File: src/rtl/seg7_scan_decoder.sv
// Readback monitor for a multiplexed active-low 7-segment bus: recovers the hex
// nibble per digit, filters scan glitches, flags illegal patterns, expires stale digits.
module seg7_scan_decoder #(
  parameter int unsigned NDIGITS = 4,
  parameter int unsigned SETTLE  = 4,
  parameter int unsigned TIMEOUT = 65536
) (
  input  logic                   clk,
  input  logic                   rst_n,
  input  logic [6:0]             seg,
  input  logic [NDIGITS-1:0]     an,
  output logic [4*NDIGITS-1:0]   digits,
  output logic [NDIGITS-1:0]     digit_valid,
  output logic                   update,
  output logic [2:0]             upd_idx,
  output logic                   err
);

  localparam int unsigned SW = $clog2(SETTLE + 1);
  localparam int unsigned TW = $clog2(TIMEOUT);
  localparam int unsigned BW = NDIGITS + 7;
  localparam logic [TW-1:0] TMAX = TW'(TIMEOUT - 1);

  typedef enum logic [1:0] {
    S_IDLE,
    S_SETTLE,
    S_HOLD
  } state_t;

  state_t              state, state_n;
  logic [6:0]          seg_q;
  logic [NDIGITS-1:0]  an_q;
  logic [BW-1:0]       prev_q;
  logic [SW-1:0]       scnt;
  logic [NDIGITS-1:0]  sel_c;
  logic                onehot_c;
  logic                changed_c;
  logic                capture_c;
  logic [2:0]          idx_c;
  logic                cap_q;
  logic [2:0]          cap_idx;
  logic [6:0]          cap_pat;
  logic                legal_c;
  logic                blank_c;
  logic [3:0]          nib_c;
  logic [TW-1:0]       tcnt [NDIGITS];

  // Input stage plus one-cycle-old copy for change detection
  always_ff @(posedge clk) begin
    if (!rst_n) begin
      seg_q  <= '0;
      an_q   <= '0;
      prev_q <= '0;
    end else begin
      seg_q  <= seg;
      an_q   <= an;
      prev_q <= {an_q, seg_q};
    end
  end

  assign changed_c = ({an_q, seg_q} != prev_q);
  assign sel_c     = ~an_q;
  assign onehot_c  = (sel_c != '0) && ((sel_c & (sel_c - NDIGITS'(1))) == '0);

  always_comb begin
    idx_c = 3'd0;
    for (int unsigned i = 0; i < NDIGITS; i++) begin
      if (sel_c[i]) idx_c = 3'(i);
    end
  end

  always_ff @(posedge clk) begin
    if (!rst_n) begin
      scnt <= '0;
    end else if (changed_c) begin
      scnt <= '0;
    end else if (scnt != SW'(SETTLE)) begin
      scnt <= scnt + SW'(1);
    end
  end

  always_ff @(posedge clk) begin
    if (!rst_n) state <= S_IDLE;
    else        state <= state_n;
  end

  always_comb begin
    state_n   = state;
    capture_c = 1'b0;
    if (!onehot_c) begin
      state_n = S_IDLE;
    end else if (changed_c) begin
      state_n = S_SETTLE;
    end else begin
      case (state)
        S_IDLE:   state_n = S_SETTLE;
        S_SETTLE: begin
          if (scnt == SW'(SETTLE - 1)) begin
            state_n   = S_HOLD;
            capture_c = 1'b1;
          end
        end
        S_HOLD:   state_n = S_HOLD;
        default:  state_n = S_IDLE;
      endcase
    end
  end

  // Capture is latched first, then committed to the outputs the following cycle
  always_ff @(posedge clk) begin
    if (!rst_n) begin
      cap_q   <= 1'b0;
      cap_idx <= '0;
      cap_pat <= '0;
    end else begin
      cap_q <= capture_c;
      if (capture_c) begin
        cap_idx <= idx_c;
        cap_pat <= ~seg_q;
      end
    end
  end

  always_comb begin
    legal_c = 1'b1;
    nib_c   = 4'h0;
    case (cap_pat)
      7'h7E: nib_c = 4'h0;
      7'h30: nib_c = 4'h1;
      7'h6D: nib_c = 4'h2;
      7'h79: nib_c = 4'h3;
      7'h33: nib_c = 4'h4;
      7'h5B: nib_c = 4'h5;
      7'h5F: nib_c = 4'h6;
      7'h70: nib_c = 4'h7;
      7'h7F: nib_c = 4'h8;
      7'h7B: nib_c = 4'h9;
      7'h77: nib_c = 4'hA;
      7'h1F: nib_c = 4'hB;
      7'h4E: nib_c = 4'hC;
      7'h3D: nib_c = 4'hD;
      7'h4F: nib_c = 4'hE;
      7'h47: nib_c = 4'hF;
      default: legal_c = 1'b0;
    endcase
  end

  assign blank_c = (cap_pat == 7'h00);

  // Output registers and per-digit staleness timers; a capture beats an expiry
  always_ff @(posedge clk) begin
    if (!rst_n) begin
      digits      <= '0;
      digit_valid <= '0;
      update      <= 1'b0;
      upd_idx     <= '0;
      err         <= 1'b0;
      for (int unsigned i = 0; i < NDIGITS; i++) tcnt[i] <= '0;
    end else begin
      update  <= cap_q;
      upd_idx <= cap_q ? cap_idx : 3'd0;
      err     <= cap_q && !legal_c && !blank_c;
      for (int unsigned i = 0; i < NDIGITS; i++) begin
        if (cap_q && (cap_idx == 3'(i))) begin
          tcnt[i]        <= '0;
          digit_valid[i] <= legal_c;
          if (legal_c) digits[4*i +: 4] <= nib_c;
        end else if (tcnt[i] != TMAX) begin
          tcnt[i] <= tcnt[i] + TW'(1);
        end else begin
          digit_valid[i] <= 1'b0;
        end
      end
    end
  end

endmodule

File: config.mk
export PLATFORM = sky130hd
export DESIGN_NAME = seg7_scan_decoder
export DESIGN_NICKNAME = d
export VERILOG_FILES = /design/src/rtl/seg7_scan_decoder.sv
export SDC_FILE = /design/constraint.sdc
export NUM_CORES = 1
export LEC_CHECK = 0
export CAP_MARGIN = 20
export CORE_AREA = 2 2 142 144
export DETAILED_ROUTE_END_ITERATION = 8
export DIE_AREA = 0 0 144 146
export GPL_ROUTABILITY_DRIVEN = 0
export HOLD_SLACK_MARGIN = 0.05
export PLACE_DENSITY_LB_ADDON = 0.12
export SLEW_MARGIN = 20
export SYNTH_ARGS = -nofsm -noshare
export SYNTH_HDL_FRONTEND = slang
export SYNTH_SLANG_ARGS = --single-unit
File: constraint.sdc
create_clock -name clk -period 2.4 [get_ports clk]
set_input_delay 0.36 -clock clk [delete_from_list [all_inputs] [get_ports clk]]
set_output_delay 0.36 -clock clk [all_outputs]
set_load 0.01 [all_outputs]
==> results.py <==
metrics = {
    "global_routing": {
        "grt_pass1_wl_mm": 20.6,
        "grt_overflow": 0,
        "grt_pass1_vias": 4118,
        "grt_use_total": 0.125,
        "grt_max_degree": 25,
        "grt_antenna_before_repair": 0,
    },
    "routing": {
        "wl_per_cell_um": 13.6,
        "via_per_inst": 4.71,
        "wl_met3_um": 273,
        "drtPass1Iterations": 4,
        "met1_length_mm": 5.95,
        "vias": 4285,
        "drt_iter0_markers": 202,
        "top_layer": "met4",
        "finalWirelength_mm": 12.4,
        "drc_errors": 0,
        "drtAntennaViolNets": 0,
        "wl_met2_mm": 5.88,
    },
    "final_layout": {
        "syn2layout_area_growth_pct": 19.9,
        "layout-drive-gt1-share": 0.106,
        "nFillCells": 1949,
        "fin_nets": 653,
        "instances_no_fill": 909,
        "n_antenna_cell": 0,
        "design_area_um2": 7340,
    },
    "critical_path": {
        "worstPathArrival_ps": 2540,
        "r2r_slack_ps": 170,
        "required_ps": 2710,
        "cp_max_fo": 18,
        "worst-setup-path-type": "flop to flop",
        "cp-end-kind": "flop",
        "start_kind": "flop",
    },
    "logic_synthesis": {
        "syn-num-nets": 612,
        "synth_cell_types": 64,
        "yosysWarnings": 0,
        "syn-cell-area_um2": 6120,
        "netlist_instances": 590,
        "synth.avg_cell_area_um2": 10.4,
        "synth_edf_count": 64,
        "ys_ff_latch": 125,
        "synth_flop_cell": "edfxtp_1",
        "yosysSeqAreaShare": 0.514,
        "async_flop_share": 0,
    },
    "die": {
        "die_area_um2": 21000,
        "die_w_um": 144,
        "num_rows": 51,
        "num_io_pins": 38,
        "initial_core_util": 0.316,
        "die_h_um": 146,
        "coreArea_um2": 19300,
    },
    "timing": {
        "rsz0062_at_grt": "no",
        "drv_slew": 0,
        "worst_pin_slew_ps": 609,
        "fmax_ghz": 0.449,
        "period_needed_ps": 2230,
        "timing.hold.ws_ps": 429,
        "relSlewSlack": 0.592,
        "hold_viol": 0,
        "setup-violations-final": 0,
        "period_share": 0.927,
        "tns_ps": 0,
        "fin_ws_ps": 174,
        "fin_skew_ps": 6.48,
    },
    "clock_network": {
        "clock-root-buffer": "clkbuf_16",
        "cts.hold.buffers_added": 0,
        "cts_resized": 0,
        "cts_setup_buffers": 0,
        "clk_latency_ps": 420,
        "cts_buffers": 17,
        "clock-sinks": 125,
        "cts_max_level": 4,
        "cts_tree": "yes",
        "path_clk_slew_ps": 60,
        "clock_path_buffers": 2,
    },
    "placed_design": {
        "io_buffers": 36,
        "dp.cells": 877,
        "dpl-instance-area_um2": 6730,
        "place_ws_ps": 149,
        "dpl.hpwl_mm": 8.63,
    },
    "hold_path": {
        "hold_path_class": "input port to flop",
    },
    "pwr": {
        "power_density_nw_per_um2": 684,
        "p_leak_uw": 0.00265,
        "peakVddDrop_v": 0.000506,
    },
    "run": {
        "max_cap_viol_count": 0,
    },
    "outcome": {
        "status": "complete, no violations",
    },
}
[final timing paths]
path	cells after the start	end	start
max	5	digits[6]$_SDFFE_PN0P_	cap_pat[2]$_SDFFE_PN0P_
min	3	tcnt[3][12]$_SDFFCE_PN0P_	rst_n
max reg2reg	5	digits[6]$_SDFFE_PN0P_	cap_pat[2]$_SDFFE_PN0P_
min reg2reg	2	digits[8]$_SDFFE_PN0P_	digits[8]$_SDFFE_PN0P_
[through the flow]
stage / util / total power [uW]
after global placement: 0.348 / 2470
final: 0.380 / 5020
after floorplan: - / 2430
after detailed placement: 0.348 / 2480
after CTS: 0.379 / 5090
after global routing: 0.380 / 5210
[cell usage in the layout (no fill, tap or decap), types with 4 or more instances in the layout]
| master | synthesis | final |
|---|---|---|
| nand3_1 | 32 | 32 |
| buf_4 | 6 | 13 |
| nor3_1 | 14 | 14 |
| a211oi_1 | 8 | 8 |
| xor2_1 | 35 | 35 |
| nand2_1 | 41 | 41 |
| xnor2_1 | 33 | 33 |
| and2_1 | 25 | 25 |
| inv_1 | 18 | 18 |
| a22o_1 | 4 | 4 |
| clkbuf_16 | 0 | 19 |
| nand4_1 | 9 | 9 |
| a21oi_1 | 8 | 8 |
| a31oi_1 | 9 | 9 |
| edfxtp_1 | 64 | 64 |
| or2_2 | 4 | 4 |
| o221a_1 | 4 | 4 |
| and3_1 | 17 | 17 |
| clkdlybuf4s50_1 | 0 | 35 |
| dfxtp_1 | 61 | 60 |
| clkbuf_8 | 1 | 5 |
| mux2i_1 | 15 | 15 |
| ha_1 | 9 | 9 |
| clkbuf_1 | 8 | 4 |
| nor4_1 | 4 | 4 |
| nor2_1 | 92 | 92 |
[state kept, by name, indices dropped and copies added, names as in the netlist, 2 cells and up]
register     cells
digits          16
seg_q            7
cap_pat          7
upd_idx          2
digit_valid      4
state            2
cap_idx          2
prev_q          11
scnt             3
an_q             4
tcnt            64
[final cells by class]
cell class / instances / area [um^2] / share of cell area
Timing Repair Buffer: 49 / 453 / 0.0617
Clock inverter: 4 / 47.5 / 0.00648
Tap cell: 265 / 332 / 0.0452
Clock buffer: 28 / 559 / 0.0762
Sequential cell: 125 / 3140 / 0.428
Inverter: 18 / 67.6 / 0.00921
Multi-Input combinational cell: 420 / 2740 / 0.373
[layer usage]
layer | global-route usage | vias up
met5 | 0 | -
met4 | 0.0588 | 0
met3 | 0.0293 | 19
met2 | 0.203 | 38
met1 | 0.156 | 2068
li1 | - | 2160
[worst max-delay path, stage by stage (launching register included)]
cell and delay (ps):
dfxtp_1 660, or4bb_1 550, a21oi_2 180, nor3_2 130
a211o_1 340, o221a_1 260
[cells by family (layout without fill, tap and decap cells)]
logic type,Yosys count,after routing,synth area share
DFF,125,125,0.514
buffers and inverters,45,99,0.0393
and+or+nand+nor,272,272,0.229
AOI/OAI and AO/OA,54,54,0.0748
muxes,16,16,0.0264
other,1,1,0.000613
xor gates and xnor gates,68,68,0.0973
adders and majority gates,9,9,0.0184
[report_power, final]
part           switching (uW)  internal, uW
combinational            71.3          60.3
clock                     907          1680
sequential               31.2          2270
total                    1010          4010
[Yosys cell counts (3+ instances only)]
library cell  count  area share
o221a_1           4      0.0074
a21oi_1           8      0.0065
and2_1           25       0.026
buf_6             4      0.0074
xnor2_1          33       0.047
ha_1              9       0.018
o21ai_0           3      0.0025
buf_4             6      0.0074
dfxtp_1          61        0.20
inv_1            18       0.011
nand2_1          41       0.025
a211oi_1          8      0.0098
edfxtp_1         64        0.31
nand2b_1          3      0.0031
mux2i_1          15       0.025
a31oi_1           9      0.0092
xor2_1           35       0.050
nand3_1          32       0.026
nand4_1           9      0.0092
and3_1           17       0.017
nor3_1           14       0.011
a31oi_2           3      0.0061
nand3b_1          3      0.0037
clkbuf_1          8      0.0049
nor4_1            4      0.0041
nor3b_1           3      0.0037
or2_2             4      0.0041
buf_2             7      0.0057
a22o_1            4      0.0057
nor2_1           92       0.056
Note: power is estimated with default switching activity, not from simulation.
